## src/rtl/adc_seq_ctrl.sv

```systemverilog
// adc_seq_ctrl: sequencer in front of the SPI word engine for an external
// 16-bit ADC. After reset it holds ADC_nRST low, waits for the ADC to wake,
// writes a fixed table of configuration words, then issues a conversion
// command on every sample tick, round-robin over the enabled channels.
//
// Ports:
//   clk_100M      system clock
//   n_rst         asynchronous active-low reset
//   ch_en[3:0]    channel enable mask, used when the next channel is picked
//   cfg_req       pulse: redo the reset / wake / config sequence
//   ovr_clr       clears the sticky overrun flag
//   spi_busy      SPI engine busy
//   spi_done      pulse: word transfer complete, spi_rx valid
//   spi_rx[15:0]  word received from the ADC
//   ADC_nRST      ADC reset pin, active low
//   spi_start     one-cycle transfer request
//   spi_tx[15:0]  word to transmit, stable from spi_start to spi_done
//   cfg_done      high while sampling
//   sample_valid  one-cycle result strobe
//   sample_ch     channel of the result
//   sample_data   conversion result
//   overrun       sticky: a sample tick was dropped
module adc_seq_ctrl #(
  parameter int          RST_CYC    = 100,
  parameter int          WAKE_CYC   = 1000,
  parameter int          NCFG       = 4,
  parameter logic [15:0] CFG0       = 16'h0000,
  parameter logic [15:0] CFG1       = 16'h0000,
  parameter logic [15:0] CFG2       = 16'h0000,
  parameter logic [15:0] CFG3       = 16'h0000,
  parameter int          SAMPLE_DIV = 500
) (
  input  logic        clk_100M,
  input  logic        n_rst,
  input  logic [3:0]  ch_en,
  input  logic        cfg_req,
  input  logic        ovr_clr,
  input  logic        spi_busy,
  input  logic        spi_done,
  input  logic [15:0] spi_rx,
  output logic        ADC_nRST,
  output logic        spi_start,
  output logic [15:0] spi_tx,
  output logic        cfg_done,
  output logic        sample_valid,
  output logic [1:0]  sample_ch,
  output logic [15:0] sample_data,
  output logic        overrun
);

  typedef enum logic [2:0] {
    ST_RST_HOLD,
    ST_WAKE,
    ST_CFG_ISSUE,
    ST_CFG_WAIT,
    ST_IDLE,
    ST_CONV_ISSUE,
    ST_CONV_WAIT
  } state_t;

  localparam logic [31:0] RST_LAST  = 32'(RST_CYC - 1);
  localparam logic [31:0] WAKE_LAST = 32'(WAKE_CYC - 1);
  localparam logic [31:0] TICK_LAST = 32'(SAMPLE_DIV - 1);
  localparam logic [1:0]  CFG_LAST  = 2'(NCFG - 1);

  state_t      r_state;
  logic [31:0] r_cnt;
  logic [31:0] r_tick_cnt;
  logic [1:0]  r_idx;
  logic [1:0]  r_ch;
  logic [1:0]  r_last_ch;
  logic        r_cfg_pend;
  logic        r_adc_nrst;
  logic        r_spi_start;
  logic [15:0] r_spi_tx;
  logic        r_cfg_done;
  logic        r_sample_valid;
  logic [1:0]  r_sample_ch;
  logic [15:0] r_sample_data;
  logic        r_overrun;

  logic        w_tick;
  logic        w_restart_req;

  function automatic logic [15:0] cfg_word(input logic [1:0] idx);
    case (idx)
      2'd0:    return CFG0;
      2'd1:    return CFG1;
      2'd2:    return CFG2;
      default: return CFG3;
    endcase
  endfunction

  // Lowest enabled channel strictly above last, wrapping 3->0. Offset 4
  // lands back on last itself, which covers the single-channel case.
  function automatic logic [1:0] next_ch(input logic [1:0] last, input logic [3:0] en);
    logic [1:0] c;
    logic       found;
    // NOTE: every local gets a value before any conditional use, so no
    // path leaves a variable holding a stale value (no latch in comb code).
    next_ch = last;
    found   = 1'b0;
    for (int k = 1; k <= 4; k++) begin
      c = last + 2'(k);
      if (!found && en[c]) begin
        next_ch = c;
        found   = 1'b1;
      end
    end
  endfunction

  assign w_tick        = r_cfg_done && (r_tick_cnt == '0);
  // A request arriving in the same cycle as the final spi_done still counts.
  assign w_restart_req = r_cfg_pend | cfg_req;

  // NOTE: all state below is updated with non-blocking assignments so every
  // register samples the pre-edge values of its neighbours.
  always_ff @(posedge clk_100M or negedge n_rst) begin
    if (!n_rst) begin
      r_state        <= ST_RST_HOLD;
      r_cnt          <= '0;
      r_tick_cnt     <= '0;
      r_idx          <= '0;
      r_ch           <= '0;
      r_last_ch      <= 2'd3;
      r_cfg_pend     <= 1'b0;
      r_adc_nrst     <= 1'b0;
      r_spi_start    <= 1'b0;
      r_spi_tx       <= '0;
      r_cfg_done     <= 1'b0;
      r_sample_valid <= 1'b0;
      r_sample_ch    <= '0;
      r_sample_data  <= '0;
      r_overrun      <= 1'b0;
    end else begin
      r_spi_start    <= 1'b0;
      r_sample_valid <= 1'b0;

      if (r_cfg_done) r_tick_cnt <= w_tick ? TICK_LAST : r_tick_cnt - 32'd1;

      // Set beats clear when both land in the same cycle.
      if (w_tick && (r_state != ST_IDLE)) r_overrun <= 1'b1;
      else if (ovr_clr)                    r_overrun <= 1'b0;

      case (r_state)
        ST_RST_HOLD: begin
          if (r_cnt == RST_LAST) begin
            r_adc_nrst <= 1'b1;
            r_cnt      <= '0;
            r_state    <= ST_WAKE;
          end else begin
            r_cnt <= r_cnt + 32'd1;
          end
        end
        ST_WAKE: begin
          if (r_cnt == WAKE_LAST) begin
            r_cnt   <= '0;
            r_idx   <= '0;
            r_state <= ST_CFG_ISSUE;
          end else begin
            r_cnt <= r_cnt + 32'd1;
          end
        end
        ST_CFG_ISSUE: begin
          if (!spi_busy) begin
            r_spi_tx    <= cfg_word(r_idx);
            r_spi_start <= 1'b1;
            r_state     <= ST_CFG_WAIT;
          end
        end
        ST_CFG_WAIT: begin
          if (spi_done) begin
            if (r_idx == CFG_LAST) begin
              r_cfg_done <= 1'b1;
              r_tick_cnt <= TICK_LAST;
              r_state    <= ST_IDLE;
            end else begin
              r_idx   <= r_idx + 2'd1;
              r_state <= ST_CFG_ISSUE;
            end
          end
        end
        ST_IDLE: begin
          if (cfg_req) begin
            r_cfg_done <= 1'b0;
            r_adc_nrst <= 1'b0;
            r_cnt      <= '0;
            r_state    <= ST_RST_HOLD;
          end else if (w_tick && (ch_en != 4'd0)) begin
            r_ch    <= next_ch(r_last_ch, ch_en);
            r_state <= ST_CONV_ISSUE;
          end
        end
        ST_CONV_ISSUE: begin
          if (cfg_req) r_cfg_pend <= 1'b1;
          if (!spi_busy) begin
            r_spi_tx    <= {3'b000, 1'b1, r_ch, 10'd0};
            r_spi_start <= 1'b1;
            r_state     <= ST_CONV_WAIT;
          end
        end
        ST_CONV_WAIT: begin
          if (spi_done) begin
            r_sample_valid <= 1'b1;
            r_sample_data  <= spi_rx;
            r_sample_ch    <= r_ch;
            r_last_ch      <= r_ch;
            if (w_restart_req) begin
              r_cfg_pend <= 1'b0;
              r_cfg_done <= 1'b0;
              r_adc_nrst <= 1'b0;
              r_cnt      <= '0;
              r_state    <= ST_RST_HOLD;
            end else begin
              r_state <= ST_IDLE;
            end
          end else if (cfg_req) begin
            r_cfg_pend <= 1'b1;
          end
        end
        default: r_state <= ST_RST_HOLD;
      endcase
    end
  end

  assign ADC_nRST     = r_adc_nrst;
  assign spi_start    = r_spi_start;
  assign spi_tx       = r_spi_tx;
  assign cfg_done     = r_cfg_done;
  assign sample_valid = r_sample_valid;
  assign sample_ch    = r_sample_ch;
  assign sample_data  = r_sample_data;
  assign overrun      = r_overrun;

endmodule

```

## config.mk

```make
export PLATFORM = sky130hd
export DESIGN_NAME = adc_seq_ctrl
export DESIGN_NICKNAME = d
export VERILOG_FILES = /design/src/rtl/adc_seq_ctrl.sv
export SDC_FILE = /design/constraint.sdc
export NUM_CORES = 1
export LEC_CHECK = 0
export BUFFER_PORTS_ARGS = -buffer_cell sky130_fd_sc_hd__buf_2
export CELL_PAD_IN_SITES_DETAIL_PLACEMENT = 1
export CELL_PAD_IN_SITES_GLOBAL_PLACEMENT = 2
export CORE_ASPECT_RATIO = 0.5
export CORE_MARGIN = 2
export CORE_UTILIZATION = 36
export CTS_CLUSTER_DIAMETER = 30
export DETAILED_ROUTE_END_ITERATION = 7
export GPL_TIMING_DRIVEN = 0
export PLACE_DENSITY_LB_ADDON = 0.1
export REMOVE_ABC_BUFFERS = 1
export SLEW_MARGIN = 20
export SYNTH_ARGS = -nofsm -noshare
export SYNTH_HDL_FRONTEND = slang
export SYNTH_SLANG_ARGS = --single-unit
```

## constraint.sdc

```tcl
create_clock -name clk_100M -period 2.7 [get_ports clk_100M]
set_input_delay 0.405 -clock clk_100M [delete_from_list [all_inputs] [get_ports clk_100M]]
set_output_delay 0.405 -clock clk_100M [all_outputs]
set_load 0.005 [all_outputs]
```

# Yosys cells after proc, flatten, opt, wreduce, memory -nomap -nowiden
# Cells that the tools add are included.
# totals
word_cells,148
in_bits,26
output_inout_bits,39
ff_bits,113
# op_classes
eq_ne,22
n_reduce_logical,29
bitwise,2
magnitude_cmp,4
n_mux,70
add_sub_neg,6
# op_table
op,count
32-bit two-way mux,10
32-bit one-hot mux with 4 select lines,1
"32-bit by 1-bit adder with 32-bit output, second input constant",1
"32-bit by 10-bit == test with 1-bit output, second input constant",1
"32-bit by 7-bit == test with 1-bit output, second input constant",1
32-bit zero test,1
16-bit two-way mux,2
16-bit one-hot mux with 2 select lines,1
"32-bit by 1-bit subtractor with 32-bit output, second input constant",1
1-bit two-way mux,30
3-bit two-way mux,10
3-bit one-hot mux with 7 select lines,1
"2-bit inequality test, second input constant",10
2-bit two-way mux,7
"2-bit by 3-bit less-than comparator with 1-bit output, second input constant",4
"3-bit == test, second input constant",3
"3-bit inequality test, second input constant",3
1-bit binary-select mux with 2-bit select,4
4-bit AND reduction,2
2-bit nonzero test,4
4-bit nonzero test,2
7-bit AND reduction,1
"3-bit by 2-bit == test with 1-bit output, second input constant",2
1-bit logical AND,6
17 further kinds,25

# Longest topological paths before layout
# Gate-level depths: netlist of run 1.
# depth
word_depth,22
ltp_mapped,8
mapped_depth_nobuf,7

# Worst setup path after synthesis of run 1
# Ideal clock, no wire load.
# synth_timing
path_kind,register to register
start,register r_tick_cnt[23]
end,register r_ch[0]
required_ns,2.573
setup_time_ns,0.127
arrival_time_ns,1.965
path_slack_ns,0.608
stages_incl_launch_ff,7
period_less_slack_ns,2.092
n_path_buf,1
cell_sequence,dfrtp_1 > or4_4 > buf_6 > nor4_4 > and3_1 > and3_2 > mux2_1
# synth_via
elab_chain_len,4
# synth_lines
element,line_no,rtl
start: declaration,68,logic [31:0] r_tick_cnt;
start signal: assignment,139,if (r_cfg_done) r_tick_cnt <= w_tick ? TICK_LAST : r_tick_cnt - 32'd1;
32-bit zero test,112,assign w_tick = r_cfg_done && (r_tick_cnt == '0);
1-bit logical AND,112,
1-bit logical AND,189,end else if (w_tick && (ch_en != 4'd0)) begin
3-bit AND reduction (no line),--,
end signal: assignment,190,"r_ch <= next_ch(r_last_ch, ch_en);"
end: declaration,70,logic [1:0] r_ch;
# Every way passes these cells.
# A chain may end at the register's enable or synchronous reset.

# Final worst setup path of run 1
# layout_timing
start,register r_cnt[28]
end,register r_cnt[6]
# layout_via
elab_chain_len,3
elab_cells_between_ends,5
cone_classes,eq/ne: 2; mux: 3
# layout_lines
element,line_no,rtl
start: declaration,67,logic [31:0] r_cnt;
start signal: assignment,152,r_cnt <= r_cnt + 32'd1;
start signal: assignment,161,r_cnt <= r_cnt + 32'd1;
32-bit by 10-bit == test with 1-bit output or 32-bit by 7-bit == test with 1-bit output (tied branches),"156, 147",
"32-bit two-way mux, on equally long branches","156, 147",
32-bit one-hot mux with 4 select lines (*),145,case (r_state)
# Every way passes the cells marked *; elsewhere a longest branch is shown, timed or not.

==> impl_metrics.json, run 1 <==
{
  "fin_util_pct": 41.5,
  "endpoint": "r_cnt[6]",
  "totalNegativeSetupSlack_ps": 0,
  "synth.area.top_cells": "sky130_fd_sc_hd__dfrtp_1 (46%), sky130_fd_sc_hd__xnor2_1 (6.4%), sky130_fd_sc_hd__nand2_1 (6.2%), sky130_fd_sc_hd__nor2_1 (5.5%), sky130_fd_sc_hd__nor4_1 (3.1%)",
  "setup.reg_to_reg.worst_slack_ps": 270,
  "required_ps": 2920,
  "synthesis.yosys.warnings": 0,
  "worstReg2RegEnd": "r_cnt[6]",
  "io_buffer_count": 51,
  "ys_seq_area_share_pct": 47.2,
  "post-route-min-period_ps": 2430,
  "wl_mm": 13.0,
  "leading_cell_types_in_the_layout_fill_and_taps_excluded": "sky130_fd_sc_hd__dfrtp_1 (98), sky130_fd_sc_hd__nand2_1 (87), sky130_fd_sc_hd__nor2_1 (77)",
  "dominantRegCellSynth": "sky130_fd_sc_hd__dfrtp_1",
  "synth_area_sq_um": 5310,
  "pin_count": 65,
  "gp_congestion": 0.729,
  "placed_cells_incl_taps": 798,
  "worstPathCellList": "nor4_1 > nand4_1 > a2111oi_1 > o221a_4 > nor2_1",
  "max-cap-violations": 0,
  "share_of_post_route_cells_with_drive_strength_above_1_pct": 15.2,
  "synthDominantAreaCellType": "sky130_fd_sc_hd__dfrtp_1",
  "finalCritPeriodShare_pct": 89.9,
  "timing_hold_violations_final": 0,
  "drt-wirelength-per-cell_um": 15.9,
  "outcome": "complete, no violations",
  "worst-setup-path-type": "reg -> reg",
  "dpl.hpwl_mm": 8.75,
  "final-setup-viol-count": 0,
  "synth_cells": 573,
  "worst_ep_arrival_time_ps": 2650,
  "total_switching_power_mw": 1.79,
  "antenna_cells_inserted": 0,
  "fp.dieW_um": 176,
  "dpl_cell_area_sq_um": 5660,
  "max_freq_mhz": 412,
  "global_route_wire_length_before_repair_mm": 22.2,
  "cts_max_path_buffers": 2,
  "synth-edff-count": 0,
  "worst_setup_path_startpoint": "r_cnt[28]",
  "first_global_vias": 4341,
  "layout_commonest_cell": "sky130_fd_sc_hd__dfrtp_1",
  "nFillCells": 1718,
  "detailedRoute.firstPassIterationCount": 4,
  "grt_overflow": 0,
  "drc": 0,
  "fp.dieArea_sq_um": 15800,
  "fin_skew_ps": 7.61,
  "synthDistinctLibCells": 66,
  "fin_hold_ws_ps": 238,
  "area_delta_synth_final_pct": 12.9,
  "cp_slowest_stage_delay_ps": 530,
  "synth_top_cell_area_share_pct": 46.2,
  "setup.worst_path.end_class": "flip-flop",
  "worstSkewPairLatency_ps": 350,
  "non_filler_cell_area_final_sq_um": 5990,
  "critical_path.top_delay_family": "compound AO/OA/AOI/OAI gates",
  "core_area_sq_um": 14400,
  "power_switching_share_pct": 36.2,
  "worst_min_delay_path_category": "in -> reg",
  "static_leakage_nw": 2.82,
  "async_s_r_ff_share_synth_pct": 100,
  "share_clk_of_total_power_pct": 26.7,
  "clock_tree.root_cell": "sky130_fd_sc_hd__clkbuf_16",
  "tritoncts_clock_tree": "built",
  "syn_area_per_cell_sq_um": 9.26,
  "clkSlewWorstSetupHoldPaths_ps": 70,
  "r2r_cells": 5,
  "grt_antenna_before_repair": 0,
  "final_antenna_violating_net_count": 0,
  "slowest_stage": "sky130_fd_sc_hd__a2111oi_1",
  "num_vias": 4211,
  "cts_h_tree_depth": 3,
  "initial_standard_cell_utilization_of_the_core_pct": 36.8,
  "critical_path_cell_count": 5,
  "timing.slew.headroom_pct": 49.0,
  "comb_power_share_pct": 28.6,
  "crit_fanout": 30,
  "detailedRoute.firstIterationViolations": 242,
  "final_nets": 642,
  "crit_path_start_kind": "flip-flop",
  "slew_of_the_pin_with_the_lowest_slew_margin_ps": 765,
  "placementRows": 31,
  "intPower_mw": 3.15,
  "postcts_setup_bufs": 0,
  "tritoncts_num_sinks": 100,
  "r2r-start": "r_cnt[28]",
  "cellPowerDensity_nw_per_um2": 826,
  "vdd_drop_max_uv": 345,
  "die_height_um": 89.8,
  "detail_route.vias_per_cell": 5.16,
  "grt_usage_pct": 17.4,
  "cts_made_buffers": 9,
  "rsz0062_at_grt": "false",
  "power.share.sequential_pct": 44.7,
  "timing.final.max_slew_violations": 0,
  "critPathBufInv": 0,
  "finish.cell_count_without_fillers": 816,
  "grt_start_max_net_pins": 65,
  "synth.ff_latch_count": 100
}
## stage by stage
step	power (mW)	setup WS, ps
after floorplan	3.04	567
after global placement	3.55	-257
after detailed placement	3.66	-35.9
after CTS	5.02	-40.7
after global routing	5.32	3.93
final	4.95	272
## what timing repair did
item,CTS,global route
endpoints found under the setup margin,33,51
pin swaps,0,0
endpoints found under the hold margin,36,0
hold buffers,1,0
resized for setup,2,5
cloned,0,1
## routing by layer
metal / vias up / track usage (%) / share of wire, % / routed length, um
met5: - / 0 / 0 / 0
met4: 0 / 3.31 / 0.80 / 104
met3: 10 / 4.10 / 2.6 / 341
met2: 41 / 28.3 / 47 / 6040
met1: 2119 / 23.9 / 50 / 6470
li1: 2041 / - / - / -
## Yosys cell counts, drive strengths merged (3+ instances only)
master / n
mux2: 4
mux2i: 4
buf: 23
nor4: 28
dfrtp: 98
and4: 5
xnor2: 39
xor2: 16
o41ai: 3
or4: 6
ha: 3
or2: 3
nand2b: 4
o22ai: 5
nand2: 89
nor3: 24
o21ai: 10
inv: 17
and3: 6
nor2: 78
a21oi: 12
o21a: 3
or3: 9
clkbuf: 15
nand3: 18
nand4: 16
## worst min path at each step
stage	startpoint	endpoint	cells past startpoint
after global placement	sample_data[1]	sample_data[1]	2
after floorplan	n_rst	ADC_nRST	0
final	ovr_clr	overrun	2
after CTS	ovr_clr	overrun	2
after detailed placement	n_rst	sample_data[4]	1
after global routing	ovr_clr	overrun	2
## power groups by stage
stage,sequential [mW],combinational [mW],clock (mW)
after floorplan,2.15,0.893,0
after global placement,2.22,1.32,0
after detailed placement,2.23,1.43,0
after CTS,2.21,1.44,1.37
after global routing,2.27,1.61,1.44
final,2.21,1.41,1.32
## sequential cells by signal, indices dropped and copies added (netlist names), 2 cells and up
signal / flops
r_idx: 2
sample_ch: 2
r_ch: 2
sample_data: 16
r_cnt: 32
spi_tx: 3
r_state: 3
r_tick_cnt: 32
r_last_ch: 2
## cell type report
type | instances | area (sq um) | area share (%)
clock buffers | 10 | 229 | 3.82
clock inverters | 6 | 63.8 | 1.07
inverters | 18 | 71.3 | 1.19
multi-input cells | 429 | 2550 | 42.6
flip-flops and latches | 100 | 2500 | 41.8
well taps | 198 | 248 | 4.14
repair buffers | 54 | 310 | 5.18
repair inverters | 1 | 7.51 | 0.125
## kinds of logic after synthesis
group | share of synthesized area (%)
flip-flops | 47.2
XOR/XNOR | 9.08
AND/OR/NAND/NOR | 28.5
adder cells (fa/ha/maj) | 0.708
other | 0.0707
multiplexers | 1.60
buffers and inverters | 6.01
AO/OA/AOI/OAI | 6.84
## worst register-to-register path: cells and delay by family (launching register included)
family	cells	cell delay [ps]
AOI/OAI and AO/OA	2	1060
DFF	1	430
and+or+nand+nor	3	810
Note: power is estimated with default switching activity, not from simulation.
==> inputs of run 2 (changes only) <==
- PLACE_DENSITY: not set -> 0.84
- PLACE_DENSITY_LB_ADDON: 0.1 -> not set
- RECOVER_POWER: not set -> 50
==> run 2 against run 1 <==
The flow now finishes with violations (max-capacitance violations, max-slew violations). Sequential share of layout area increased by 0.13 points. Utilization decreased by 0.11 points. Setup slack worse by 47 ps. Critical path depth stayed put. Critical path type unchanged. Clock-buffer cell count unchanged. Routed wire length down 3.6%. First-iteration DRC count fell by 10%. Critical endpoint is now r_cnt[17]. Hold slack gained 8.5 ps. Clock power about the same. Non-clock buffer count is 1 lower.
==> impl_metrics.json, run 2 (synthesis results as in run 1) <==
{
  "fp.dieArea_sq_um": 15800,
  "drc": 0,
  "non_filler_cell_area_final_sq_um": 5970,
  "clkSlewWorstSetupHoldPaths_ps": 70,
  "grt_overflow": 0,
  "post-route-min-period_ps": 2470,
  "tritoncts_num_sinks": 100,
  "worst-setup-path-type": "reg -> reg",
  "grt_usage_pct": 16.6,
  "detail_route.vias_per_cell": 5.17,
  "setup.worst_path.end_class": "flip-flop",
  "initial_standard_cell_utilization_of_the_core_pct": 36.8,
  "crit_path_start_kind": "flip-flop",
  "final_antenna_violating_net_count": 0,
  "finish.cell_count_without_fillers": 815,
  "global_route_wire_length_before_repair_mm": 21.4,
  "timing.final.max_slew_violations": 29,
  "clock_tree.root_cell": "sky130_fd_sc_hd__clkbuf_16",
  "cts_made_buffers": 9,
  "share_of_post_route_cells_with_drive_strength_above_1_pct": 14.3,
  "postcts_setup_bufs": 0,
  "vdd_drop_max_uv": 350,
  "detailedRoute.firstIterationViolations": 217,
  "r2r-start": "r_cnt[10]",
  "leading_cell_types_in_the_layout_fill_and_taps_excluded": "sky130_fd_sc_hd__dfrtp_1 (97), sky130_fd_sc_hd__nand2_1 (87), sky130_fd_sc_hd__nor2_1 (77)",
  "placementRows": 31,
  "num_vias": 4217,
  "crit_fanout": 30,
  "timing.slew.headroom_pct": -17.2,
  "die_height_um": 89.8,
  "fin_skew_ps": 8.09,
  "max_freq_mhz": 404,
  "r2r_cells": 5,
  "cts_h_tree_depth": 3,
  "io_buffer_count": 51,
  "worstSkewPairLatency_ps": 340,
  "pin_count": 65,
  "worst_ep_arrival_time_ps": 2690,
  "totalNegativeSetupSlack_ps": 0,
  "slew_of_the_pin_with_the_lowest_slew_margin_ps": 1760,
  "core_area_sq_um": 14400,
  "final-setup-viol-count": 0,
  "final_nets": 641,
  "placed_cells_incl_taps": 797,
  "tritoncts_clock_tree": "built",
  "static_leakage_nw": 2.80,
  "timing_hold_violations_final": 0,
  "dpl.hpwl_mm": 8.50,
  "launch_instance_of_the_worst_min_delay_path": "spi_rx[5]",
  "gp_congestion": 0.736,
  "layout_commonest_cell": "sky130_fd_sc_hd__dfrtp_1",
  "fp.dieW_um": 176,
  "finalCritPeriodShare_pct": 91.7,
  "cts_max_path_buffers": 2,
  "worst_min_delay_path_category": "in -> reg",
  "hold-path-cell-count": 3,
  "grt_start_max_net_pins": 73,
  "failing_checks": "max-capacitance violations, max-slew violations",
  "dpl_cell_area_sq_um": 5650,
  "grt_antenna_before_repair": 0,
  "max-cap-violations": 1,
  "cellPowerDensity_nw_per_um2": 821,
  "area_delta_synth_final_pct": 12.6,
  "wl_mm": 12.5,
  "worst_setup_path_startpoint": "r_cnt[10]",
  "required_ps": 2920,
  "antenna_cells_inserted": 0,
  "outcome": "finished with violations",
  "first_global_vias": 4318,
  "detailedRoute.firstPassIterationCount": 4,
  "drt-wirelength-per-cell_um": 15.3
}
run 2: cell count changes in the layout (fill, tap and decap cells not counted):
cell | before | now
sky130_fd_sc_hd__a221o_1 | 0 | 1
sky130_fd_sc_hd__dfrtp_2 | 0 | 1
sky130_fd_sc_hd__clkinv_4 | 0 | 1
sky130_fd_sc_hd__dfrtp_1 | 98 | 97
sky130_fd_sc_hd__a2111oi_1 | 1 | 0
sky130_fd_sc_hd__clkbuf_8 | 0 | 1
sky130_fd_sc_hd__inv_6 | 1 | 0
sky130_fd_sc_hd__a221o_2 | 1 | 0
sky130_fd_sc_hd__buf_6 | 2 | 0
sky130_fd_sc_hd__buf_2 | 50 | 45
sky130_fd_sc_hd__clkbuf_1 | 1 | 6
sky130_fd_sc_hd__a2111oi_0 | 0 | 1
run 2: final timing paths:
kind	end	slack (ps)
worst max-delay path	r_cnt[17]	230
worst min-delay path	sample_data[5]	250
worst max register to register	r_cnt[17]	230
worst min register to register	sample_data[1]	470
max in group asynchronous	r_last_ch[0]	510
min in group asynchronous	r_cnt[24]	1060
run 2: routing by layer:
metal | vias up | wire [um] | global-route usage, %
met5 | - | 0 | 0
met4 | 0 | 113 | 3.65
met3 | 10 | 274 | 3.68
met2 | 43 | 6280 | 28.7
met1 | 2127 | 5820 | 21.3
li1 | 2037 | - | -
run 2: repair_timing:
action / in CTS / in global routing
setup endpoints to repair: 0 / 50
gates resized for setup: 0 / 6
hold buffers: 1 / 0
hold endpoints to repair: 28 / 0
run 2: through the flow:
| stage | hold slack, ps | total power [mW] | setup WS [ps] | util [%] |
|---|---|---|---|---|
| finish | 246 | 4.90 | 225 | 41.4 |
| global route | 252 | 5.26 | -15.3 | 41.4 |
| CTS | 230 | 4.96 | 66.5 | 41.3 |
| detailed placement | 306 | 3.61 | 75.9 | 39.1 |
| global placement | 454 | 3.52 | -147 | 38.8 |
| floorplan | 109 | 3.04 | 567 | - |
run 2: power breakdown:
part / total [mW] / switching, mW / internal [mW]
registers: 2.21 / 0.394 / 1.81
logic: 1.37 / 0.786 / 0.589
clock network: 1.32 / 0.579 / 0.743
run 2: cell type report:
cell class / instances / area (sq um)
repair buffers: 53 / 285
repair inverters: 1 / 7.51
inverters: 18 / 71.3
flip-flops and latches: 100 / 2510
fillers: 1702 / 8460
well taps: 198 / 248
multi-input cells: 429 / 2550
clock inverters: 6 / 63.8
clock buffers: 10 / 239
run 2: worst max-delay path, cell delays in order, from the launching register on:
cell and delay, ps:
sky130_fd_sc_hd__dfrtp_1 440, sky130_fd_sc_hd__nor4_1 520, sky130_fd_sc_hd__nand3_1 160, sky130_fd_sc_hd__a2111oi_0 550
sky130_fd_sc_hd__o221a_4 530, sky130_fd_sc_hd__nor2_1 110
==> inputs of run 3 (changes only) <==
- CORE_ASPECT_RATIO: 0.5 -> 1.75
- PLACE_DENSITY: 0.84 -> 0.8
==> run 3 against run 2 <==
The run still ends with max-capacitance violations, max-slew violations left. Die area decreased by 0.13%. Largest cell class unchanged. Via count decreased by 0.47%. Total power increased by 2.6%. Routed wire length increased by 4.3%. Non-clock buffer count unchanged. Critical endpoint is now r_last_ch[0]. Setup slack improved by 32 ps. Fmax increased by 1.3%. Sequential power about the same. Global-route usage increased by 0.94 points. Combinational power about the same.
==> impl_metrics.json, run 3 (synthesis results as in run 1) <==
{
  "first_global_vias": 4439,
  "worstPathCellList": "and3b_1 > nand2_1 > inv_1 > nand2_1 > o21ai_0",
  "fp.dieArea_sq_um": 15800,
  "cts_made_buffers": 9,
  "grtUsageMet2_pct": 33.3,
  "cpMostUsedCell": "sky130_fd_sc_hd__nand2_1",
  "grt_antenna_before_repair": 0,
  "final-setup-viol-count": 0,
  "critical_path.top_delay_family": "simple AND/OR/NAND/NOR gates",
  "critPathBufInv": 1,
  "outcome": "finished with violations",
  "detailedRoute.firstPassIterationCount": 5,
  "timing.slew.headroom_pct": -7.27,
  "cts_h_tree_depth": 3,
  "drt-wirelength-per-cell_um": 16.4,
  "post-route-min-period_ps": 2440,
  "placementRows": 58,
  "max-cap-violations": 1,
  "global_route.peak_usage_layer": "met2",
  "finish.cell_count_without_fillers": 796,
  "clock_tree.root_cell": "sky130_fd_sc_hd__clkbuf_16",
  "io_buffer_count": 51,
  "totalNegativeSetupSlack_ps": 0,
  "final_critical_path_setup_slack_ps": 257,
  "timing.final.max_slew_violations": 27,
  "final_antenna_violating_net_count": 0,
  "tritoncts_clock_tree": "built",
  "worst_ep_arrival_time_ps": 2700,
  "rsz0062_at_grt": "false",
  "clkSlewWorstSetupHoldPaths_ps": 80,
  "grt_util_met3_pct": 2.97,
  "final_nets": 640,
  "cts_max_path_buffers": 2,
  "worstSkewPairLatency_ps": 340,
  "max_freq_mhz": 409,
  "setup.worst_path.end_class": "flip-flop",
  "detail_route.vias_per_cell": 5.27,
  "crit_path_start_kind": "flip-flop",
  "cellPowerDensity_nw_per_um2": 844,
  "required_ps": 2960,
  "grt_use_met1_pct": 19.8,
  "worst-setup-path-type": "reg -> reg",
  "failing_checks": "max-capacitance violations, max-slew violations",
  "num_vias": 4197,
  "gp_congestion": 0.751,
  "share_of_post_route_cells_with_drive_strength_above_1_pct": 13.3,
  "finalPower_mw": 5.03,
  "timing_hold_violations_final": 0,
  "grt_usage_pct": 17.5,
  "dpl.hpwl_mm": 9.48,
  "area_delta_synth_final_pct": 12.3,
  "wl_mm": 13.0,
  "crit_fanout": 20,
  "global_route_wire_length_before_repair_mm": 21.9,
  "layout_commonest_cell": "sky130_fd_sc_hd__dfrtp_1",
  "slew_of_the_pin_with_the_lowest_slew_margin_ps": 1610,
  "grt_start_max_net_pins": 75,
  "fin_skew_ps": 8.82,
  "detailedRoute.firstIterationViolations": 117,
  "antenna_cells_inserted": 0,
  "fin_util_pct": 41.5,
  "postcts_setup_bufs": 0,
  "static_leakage_nw": 2.81,
  "vdd_drop_max_uv": 295,
  "leading_cell_types_in_the_layout_fill_and_taps_excluded": "sky130_fd_sc_hd__dfrtp_1 (97), sky130_fd_sc_hd__nand2_1 (88), sky130_fd_sc_hd__nor2_1 (77)",
  "finalCritPeriodShare_pct": 90.5,
  "tritoncts_num_sinks": 100,
  "slowest_stage": "sky130_fd_sc_hd__dfrtp_1",
  "place_worst_setup_slack_ps": 145,
  "setup.reg_to_reg.worst_slack_ps": 260,
  "cp_slowest_stage_delay_ps": 730,
  "pin_count": 65,
  "initial_standard_cell_utilization_of_the_core_pct": 36.9,
  "worst_min_delay_path_category": "in -> reg",
  "grt_overflow": 0,
  "core_area_sq_um": 14400,
  "placed_cells_incl_taps": 779,
  "drc": 0,
  "die_height_um": 165,
  "fp.dieW_um": 95.8
}
## run 3: what timing repair did
action / in CTS / in global routing
endpoints found under the setup margin: 0 / 34
gates resized for setup: 0 / 4
hold endpoints to repair: 26 / 0
hold buffers: 1 / 0
## run 3: tightest hold or removal path, delay by kind of cell
family / cells / cell delay (ps)
simple gates: 2 / 90
buf+inv: 1 / 70
## run 3: layout make-up
cell class	count	area [sq um]
clock buffer	9	225
clock inverter	7	104
fill	1702	8410
inverter	18	67.6
multi-input combinational	429	2550
sequential	100	2510
tap	180	225
timing repair buffer	53	282
## run 3: stage by stage
step	instance area [sq um]	hold WS, ps
global route	5960	244
CTS	5960	239
floorplan	5100	109
detailed placement	5620	294
global placement	5580	455
finish	5960	245
## run 3: routing by layer
metal  vias to the layer above  share of wire (%)
met5                         -                  0
li1                       2031                  -
met3                        15                2.3
met2                        50                 56
met4                         0                1.5
met1                      2101                 40
## run 3: where the power goes
group          switching [mW]  leakage [nW]  internal [mW]  total (mW)
logic                   0.800          1.32          0.582        1.38
registers               0.403          1.32           1.81        2.21
clock network           0.605         0.161          0.828        1.43
total                    1.81          2.81           3.22        5.03
## run 3: final timing paths
check | to | cells past startpoint | from
max in group asynchronous | r_tick_cnt[14] | 3 | n_rst
worst min-delay path | sample_data[2] | 3 | spi_rx[2]
worst min register to register | sample_data[14] | 2 | sample_data[14]
worst max register to register | r_last_ch[0] | 5 | r_state[0]
min in group asynchronous | sample_data[9] | 2 | n_rst
worst max-delay path | r_last_ch[0] | 5 | r_state[0]
